<file path="src/rtl/float_mul_arb_pkg.sv">
// Shared types and constants for the float_mul arbiter slice.
package float_mul_arb_pkg;

  localparam int FLOAT_W = 32;
  localparam logic [FLOAT_W-1:0] QNAN = 32'h7FC00000;

  typedef enum logic [1:0] {
    ST_IDLE  = 2'd0,
    ST_ISSUE = 2'd1,
    ST_WAIT  = 2'd2,
    ST_RESP  = 2'd3
  } arb_state_e;

endpackage

</file>
<file path="src/rtl/float_mul_arbiter_rr_pick.sv">
// Combinational rotating-priority picker: first set request at or after rr_ptr.
module rr_pick #(
  parameter int N_REQ = 4,
  parameter int IDX_W = $clog2(N_REQ)
) (
  input  logic [N_REQ-1:0] req,
  input  logic [IDX_W-1:0] rr_ptr,
  output logic             valid,
  output logic [IDX_W-1:0] winner
);

  function automatic logic [IDX_W-1:0] wrap_add(input logic [IDX_W-1:0] base, input int k);
    int s;
    s = int'(base) + k;
    if (s >= N_REQ) s = s - N_REQ;
    return s[IDX_W-1:0];
  endfunction

  always_comb begin
    valid  = 1'b0;
    winner = '0;
    for (int k = 0; k < N_REQ; k++) begin
      if (!valid && req[wrap_add(rr_ptr, k)]) begin
        valid  = 1'b1;
        winner = wrap_add(rr_ptr, k);
      end
    end
  end

endmodule

</file>
<file path="src/rtl/float_mul_arbiter.sv">
// Round-robin arbiter sharing one float_mul between N_REQ requesters,
// with a watchdog that turns a hung multiply into a quiet-NaN error response.
module float_mul_arbiter
  import float_mul_arb_pkg::*;
#(
  parameter  int N_REQ   = 4,
  parameter  int TIMEOUT = 64,
  localparam int IDX_W   = $clog2(N_REQ)
) (
  input  logic                            clk,
  input  logic                            rst,
  input  logic [N_REQ-1:0]                req,
  input  logic [N_REQ-1:0][FLOAT_W-1:0]   req_a,
  input  logic [N_REQ-1:0][FLOAT_W-1:0]   req_b,
  output logic [N_REQ-1:0]                done,
  output logic [FLOAT_W-1:0]              result,
  output logic                            err,
  output logic                            mul_start,
  output logic [FLOAT_W-1:0]              mul_a,
  output logic [FLOAT_W-1:0]              mul_b,
  input  logic [FLOAT_W-1:0]              mul_result,
  input  logic                            mul_ready,
  output logic [IDX_W-1:0]                grant_idx,
  output logic                            busy
);

  // Handshake: a requester holds req[i] with stable operands until done[i]
  // pulses for one cycle, then drops req[i] for at least one cycle before
  // asking again. Operands are sampled only on the IDLE->ISSUE grant.
  localparam int WD_W = $clog2(TIMEOUT);

  arb_state_e       state;
  logic [IDX_W-1:0] rr_ptr;
  logic [WD_W-1:0]  wdog;
  logic             seen_low;
  logic             err_q;
  logic             pick_valid;
  logic [IDX_W-1:0] pick_idx;

  rr_pick #(.N_REQ(N_REQ), .IDX_W(IDX_W)) u_pick (
    .req    (req),
    .rr_ptr (rr_ptr),
    .valid  (pick_valid),
    .winner (pick_idx)
  );

  always_ff @(posedge clk or negedge rst) begin
    if (!rst) begin
      state     <= ST_IDLE;
      mul_a     <= '0;
      mul_b     <= '0;
      grant_idx <= '0;
      rr_ptr    <= '0;
      wdog      <= '0;
      seen_low  <= 1'b0;
      result    <= '0;
      err_q     <= 1'b0;
    end else begin
      case (state)
        ST_IDLE: begin
          if (pick_valid) begin
            mul_a     <= req_a[pick_idx];
            mul_b     <= req_b[pick_idx];
            grant_idx <= pick_idx;
            rr_ptr    <= (pick_idx == IDX_W'(N_REQ - 1)) ? '0 : pick_idx + 1'b1;
            err_q     <= 1'b0;
            state     <= ST_ISSUE;
          end
        end
        ST_ISSUE: begin
          seen_low <= 1'b0;
          wdog     <= '0;
          state    <= ST_WAIT;
        end
        ST_WAIT: begin
          wdog <= wdog + 1'b1;
          if (!mul_ready) seen_low <= 1'b1;
          // A ready level left over from the previous multiply is ignored
          // until it has been observed low once since the start pulse.
          if (seen_low && mul_ready) begin
            result <= mul_result;
            err_q  <= 1'b0;
            state  <= ST_RESP;
          end else if (wdog == WD_W'(TIMEOUT - 1)) begin
            result <= QNAN;
            err_q  <= 1'b1;
            state  <= ST_RESP;
          end
        end
        ST_RESP: state <= ST_IDLE;
        default: state <= ST_IDLE;
      endcase
    end
  end

  always_comb begin
    done = '0;
    if (state == ST_RESP) done[grant_idx] = 1'b1;
  end

  assign err       = (state == ST_RESP) && err_q;
  assign mul_start = (state == ST_ISSUE);
  assign busy      = (state != ST_IDLE);

endmodule
</file>
<file path="config.mk">
export PLATFORM = sky130hd
export DESIGN_NAME = float_mul_arbiter
export DESIGN_NICKNAME = d
export VERILOG_FILES = /design/src/rtl/float_mul_arb_pkg.sv /design/src/rtl/float_mul_arbiter_rr_pick.sv /design/src/rtl/float_mul_arbiter.sv
export SDC_FILE = /design/constraint.sdc
export NUM_CORES = 1
export LEC_CHECK = 0
export BUFFER_PORTS_ARGS = -buffer_cell sky130_fd_sc_hd__buf_2
export CORE_ASPECT_RATIO = 1.5
export CORE_MARGIN = 8
export CORE_UTILIZATION = 30
export DETAILED_ROUTE_END_ITERATION = 10
export PLACE_DENSITY = 0.62
export SLEW_MARGIN = 20
export SYNTH_ARGS = -nofsm -noshare
export SYNTH_HDL_FRONTEND = slang
export SYNTH_SLANG_ARGS = --single-unit
export TNS_END_PERCENT = 100
</file>
<file path="constraint.sdc">
create_clock -name clk -period 1.6 [get_ports clk]
set_clock_uncertainty 0.05 [all_clocks]
set_input_delay 0.16 -clock clk [delete_from_list [all_inputs] [get_ports clk]]
set_output_delay 0.16 -clock clk [all_outputs]
set_load 0.005 [all_outputs]
</file>
Yosys cells after proc, flatten, opt, wreduce, memory -nomap -nowiden --
Cells that the tools add are included.
Storage, ports and cells: word-level logic and storage cells 97, output and inout bits 105, bits of input ports 295, register bits 110
Cells by class: add/subtract/negate cells 9, mux-type cells 41, $lt $le $gt $ge 11, reductions and logical operators 19, eq/ne operators 8
Operator list (number):
- 32-bit binary-select mux with 2-bit select | 2
- 32-bit two-way mux | 4
- 2-bit two-way mux | 12
- 2-bit by 3-bit less-than comparator with 1-bit output (second input constant) | 6
- 1-bit two-way mux | 13
- 6-bit one-hot mux with 2 select lines | 1
- 3-bit >= comparator (second input constant) | 3
- 1-bit binary-select mux with 2-bit select | 4
- 2-bit one-hot mux with 4 select lines | 1
- 2-bit AND reduction | 4
- 2-bit nonzero test | 4
- 2-bit by 1-bit subtractor with 2-bit output (second input constant) | 4
- 2-bit by 2-bit adder with 3-bit output (second input constant) | 2
- 6-bit by 1-bit adder with 6-bit output (second input constant) | 1
- 2-bit equality test (second input constant) | 3
- 6-bit equality test (second input constant) | 1
- 1-bit logical AND | 6
- 4-bit two-way mux | 1
- 2-bit != test (second input constant) | 2
- 1-bit one-hot mux with 2 select lines | 2
- 2-bit by 1-bit adder with 3-bit output (second input constant) | 1
- 2-bit by 3-bit >= comparator with 1-bit output (second input constant) | 1
- 1-bit zero test | 3
- 3-bit != test (second input constant) | 1
- other kinds (6) | 6

Depth between registers and ports, before layout --
word-level depth 16, mapped depth 8

Modules after synthesis --
Synthesis repeated with hierarchy kept, for this count alone.
Unflattened totals: cell total of the unflattened synthesis 380, area total of the unflattened synthesis 5863.1 um2
Modules (own cells, without submodules):
- float_mul_arbiter | instances 1, area an instance 5785.5 um2, cells an instance 365
- rr_pick | instances 1, area an instance 77.6 um2, cells an instance 15

Least setup slack after synthesis --
OpenSTA, ideal clock, no wires.
path type register to register, start register state[0], end register mul_b[10], setup slack -0.188 ns, clock period less this slack 1.788 ns, required time 1.456 ns, arrival 1.644 ns, stages on the path, launching flop included 9, cell sequence dfrtp_1 > inv_1 > ha_1 > inv_1 > nor2_1 > buf_2 > clkbuf_1 > nor2_1 > a211oi_1
On the way: word-level cells in the longest chain between the ends 2
Ends and longest elaborated chain:
- from (decl) | line float_mul_arbiter.sv:32 | arb_state_e state;
- from (signal assigned) | line float_mul_arbiter.sv:49 | state <= ST_IDLE;
- from (signal assigned) | line float_mul_arbiter.sv:67 | state <= ST_ISSUE;
- from (signal assigned) | line float_mul_arbiter.sv:73 | state <= ST_WAIT;
- 2-bit zero test | line float_mul_arbiter.sv:59 | case (state)
- 2-bit AND reduction (no line)
- to (signal assigned) | line float_mul_arbiter.sv:63 | mul_b <= req_b[pick_idx];
- to (decl) | line float_mul_arbiter.sv:20 | output logic [FLOAT_W-1:0] mul_b,
No other way between the ends. A chain may end at the register's enable or synchronous reset.

Final worst setup path --
start register rr_ptr[1], end register mul_b[27]
On the way: word-level cells in the longest chain between the ends 16, elaborated cells between the ends (all ways) 40
Ends and longest elaborated chain:
- from (decl) | line float_mul_arbiter.sv:33 | logic [IDX_W-1:0] rr_ptr;
- from (signal assigned) | line float_mul_arbiter.sv:65 | rr_ptr <= (pick_idx == IDX_W'(N_REQ - 1)) ? '0 : pick_idx + 1'b1;
- parallel branches: the longest is 16 deep, another holds 2-bit by 1-bit adder with 3-bit output
Parallel ways; which one is timed is not known. The select of a mux whose other input is x is not followed.

==> flow_metrics.py <==
metrics = {
    "critical_path": {
        "cp_max_fo": 17,
        "arrival_ns": 1.99,
        "critPathKind": "flip-flop to flip-flop",
        "r2r_slack_ns": -0.22,
        "cp-start-kind": "flip-flop",
        "end_kind": "flip-flop",
        "required_ns": 1.77,
    },
    "global_routing": {
        "grt_use_met3_pct": 6.040,
        "use_met2_pct": 38.78,
        "gr-usage-met1_pct": 23.20,
        "grt_max_degree": 46,
        "grt_pass1_wl_mm": 44.55,
        "grt_overflow": 0,
        "top_usage_layer": "met2",
        "grt_antenna_before_repair": 10,
        "grtUsageTotal_pct": 21.50,
        "grt_pass1_vias": 8235,
    },
    "clocking": {
        "cts_num_sinks": 110,
        "cts_tree": "yes",
        "cts_max_level": 3,
        "clock_latency_ns": 0.35,
        "cts_buffers": 9,
        "clkTransAtPathRegs_ns": 0.08,
        "clk_path_buf_depth": 2,
        "cts_root_buffer": "clkbuf_16",
    },
    "die": {
        "dieArea_um2": 26280,
        "rows": 65,
        "start_util_pct": 30.39,
        "fp.dieH_um": 194.6,
        "ioPinCount": 400,
        "core_um2": 20980,
        "die_w_um": 135.0,
    },
    "sta": {
        "relSlewSlack_pct": 74.18,
        "period_needed_ns": 1.818,
        "max_freq_ghz": 0.5502,
        "tightest_slew_ns": 0.3863,
        "slew_violations": 0,
        "period_share_pct": 113.6,
        "rsz0062_at_grt": "yes",
        "finalHoldViolCount": 0,
        "setup_slack_ns": -0.2177,
        "setup_violations": 64,
    },
    "synthesis": {
        "synth.net_count": 987,
        "synth_area_per_cell_um2": 9.296,
        "synthArstFlopShare_pct": 100.0,
        "synth_ff_type": "dfrtp_1",
        "yosys.area_share.simple_pct": 16.42,
        "synthXorXnorAreaFrac_pct": 0,
        "synth_edf_count": 0,
        "netlist_area_um2": 6377,
        "synth-seq-cells": 110,
        "synth.distinct_cells": 40,
        "synthAdderAreaFrac_pct": 1.177,
        "synth_compound_area_share_pct": 22.80,
        "synth-seq-area-share_pct": 43.16,
        "yosysWarnings": 0,
        "synthMuxAreaShare_pct": 10.40,
        "synth_top_family_by_area": "compound AO/OA/AOI/OAI gates",
        "synth_cells": 686,
    },
    "detailed_routing": {
        "first_pass_iters": 4,
        "drc": 0,
        "drt_iter0_markers": 289,
        "ant_nets": 0,
        "dr_total_vias": 7505,
        "avgViaCountPerCell": 5.137,
        "routed_wl_mm": 29.14,
        "avgRoutedWirePerCell_um": 19.94,
    },
    "power_and_ir_drop": {
        "irDropWorstVdd_v": 0.0008312,
        "p_per_area_nw_per_um2": 1623,
        "p_leak_nw": 5.239,
    },
    "layout": {
        "fill_cells": 2003,
        "drive_gt1_share_pct": 54.72,
        "area_growth_pct": 71.24,
        "multi_input_area_um2": 3849,
        "seqCellArea_um2": 2754,
        "final_core_util_pct": 52.05,
        "final_nets": 1482,
        "stdcell_count": 1461,
    },
    "placed_design": {
        "pre_cts_ws_ns": -0.2618,
        "dp.cells": 1378,
        "dp.final_hpwl_mm": 21.26,
        "port-buffer-count": 399,
        "globalplace.congestion": 0.8751,
    },
    "run_status": {
        "failed_checks": "setup timing",
        "status": "finished, violations left",
    },
    "worst_hold_path": {
        "hold_class": "primary input to flip-flop",
    },
    "run": {
        "cap_violations": 0,
    },
}
## registers in the layout, indices dropped and copies added (netlist names)
name / cells
mul_a: 32
mul_b: 32
result: 32
wdog: 6
grant_idx: 2
rr_ptr: 2
state: 2
err_q: 1
seen_low: 1
## worst max-delay path, stage by stage (launching register included)
cell and delay (ns):
dfrtp_2 0.44, nand2b_4 0.16, a21o_1 0.19, nand3_4 0.12, buf_12 0.17, buf_12 0.18, mux2i_2 0.25, a211oi_1 0.09
## cells in the final DEF, fill, tap and decap left out, types with 5 or more instances in the layout
cell type	instances
inv_2	5
a22o_1	23
buf_12	19
diode_2	7
buf_6	12
buf_16	7
nand2_1	75
buf_4	75
nor3_1	52
nand3_1	6
o22a_1	9
nor2_1	69
inv_1	9
mux2i_1	49
dlygate4sd3_1	31
o21ai_0	8
dfrtp_1	109
a211oi_2	59
mux2i_2	15
buf_2	398
clkbuf_16	9
a211oi_1	68
nor3_2	10
## routing by layer
metal	routed length (um)	share of wire, %
met5	32	0.11
met4	731	2.5
met3	2241	7.7
met2	15230	52
met1	10900	37
## metrics by stage
stage | hold slack [ns] | instance area [um2] | total power [mW] | TNS (ns)
floorplan | -0.1856 | 6492 | 9.644 | -0.9696
global placement | 0.03887 | 9333 | 13.54 | -10.22
detailed placement | 0.03634 | 9333 | 13.72 | -15.03
CTS | 0.0007163 | 10530 | 17.23 | -9.993
global route | 0.01152 | 10920 | 18.93 | -15.14
finish | 0.02047 | 10920 | 17.72 | -9.129
## cell families (layout without fill, tap and decap cells)
family | after synthesis | in the layout
buffers and inverters | 74 | 573
other | 0 | 7
muxes | 66 | 66
adders and majority gates | 6 | 6
and+or+nand+nor | 238 | 238
AOI/OAI and AO/OA | 192 | 193
DFF | 110 | 110
## report_power, final
part	switching [mW]	internal [mW]	total, mW
registers	0.778	4.10	4.88
logic	5.26	5.22	10.5
clock network	1.09	1.27	2.36
## Yosys cell counts (8+ instances only)
master    instances  area, um2
o22a_1            9      78.83
nand2_1          78      292.8
mux2i_1          64      640.6
clkbuf_1         25      93.84
buf_2            23      115.1
nand3_1           8      40.04
o21ai_0          10      50.05
buf_6             9      101.4
inv_1            14      52.55
a211oi_1        128      960.9
nor3_1           64      320.3
nor2_1           71      266.5
dfrtp_1         110       2753
a22o_1           23      201.4
## repair_timing
item / CTS / global route
buffers inserted: 17 / 3
setup endpoints to repair: 104 / 104
cloned: 7 / 2
endpoints found under the hold margin: 54 / 0
hold buffers: 31 / 0
pin swaps: 17 / 20
resized for setup: 59 / 77
## final timing paths
| check | from | endpoint | depth (start not counted) |
|---|---|---|---|
| worst max-delay path | rr_ptr[1]$_DFFE_PN0P_ | mul_b[27]$_DFFE_PN0P_ | 7 |
| worst max register to register | rr_ptr[1]$_DFFE_PN0P_ | mul_b[27]$_DFFE_PN0P_ | 7 |
| worst min register to register | result[27]$_DFFE_PN0P_ | result[27]$_DFFE_PN0P_ | 1 |
| max in group asynchronous | rst | rr_ptr[1]$_DFFE_PN0P_ | 3 |
| min in group asynchronous | rst | result[23]$_DFFE_PN0P_ | 2 |
| worst min-delay path | mul_result[27] | result[27]$_DFFE_PN0P_ | 2 |
## cell type report
| type | instances | area share (%) |
|---|---|---|
| well taps | 268 | 3.071 |
| clock inverters | 6 | 0.6187 |
| clock buffers | 10 | 2.188 |
| repair buffers | 543 | 33.02 |
| multi-input cells | 503 | 35.24 |
| inverters | 14 | 0.4812 |
| flip-flops and latches | 110 | 25.22 |
| diodes | 7 | 0.1604 |
Note: power is estimated with default switching activity, not from simulation.
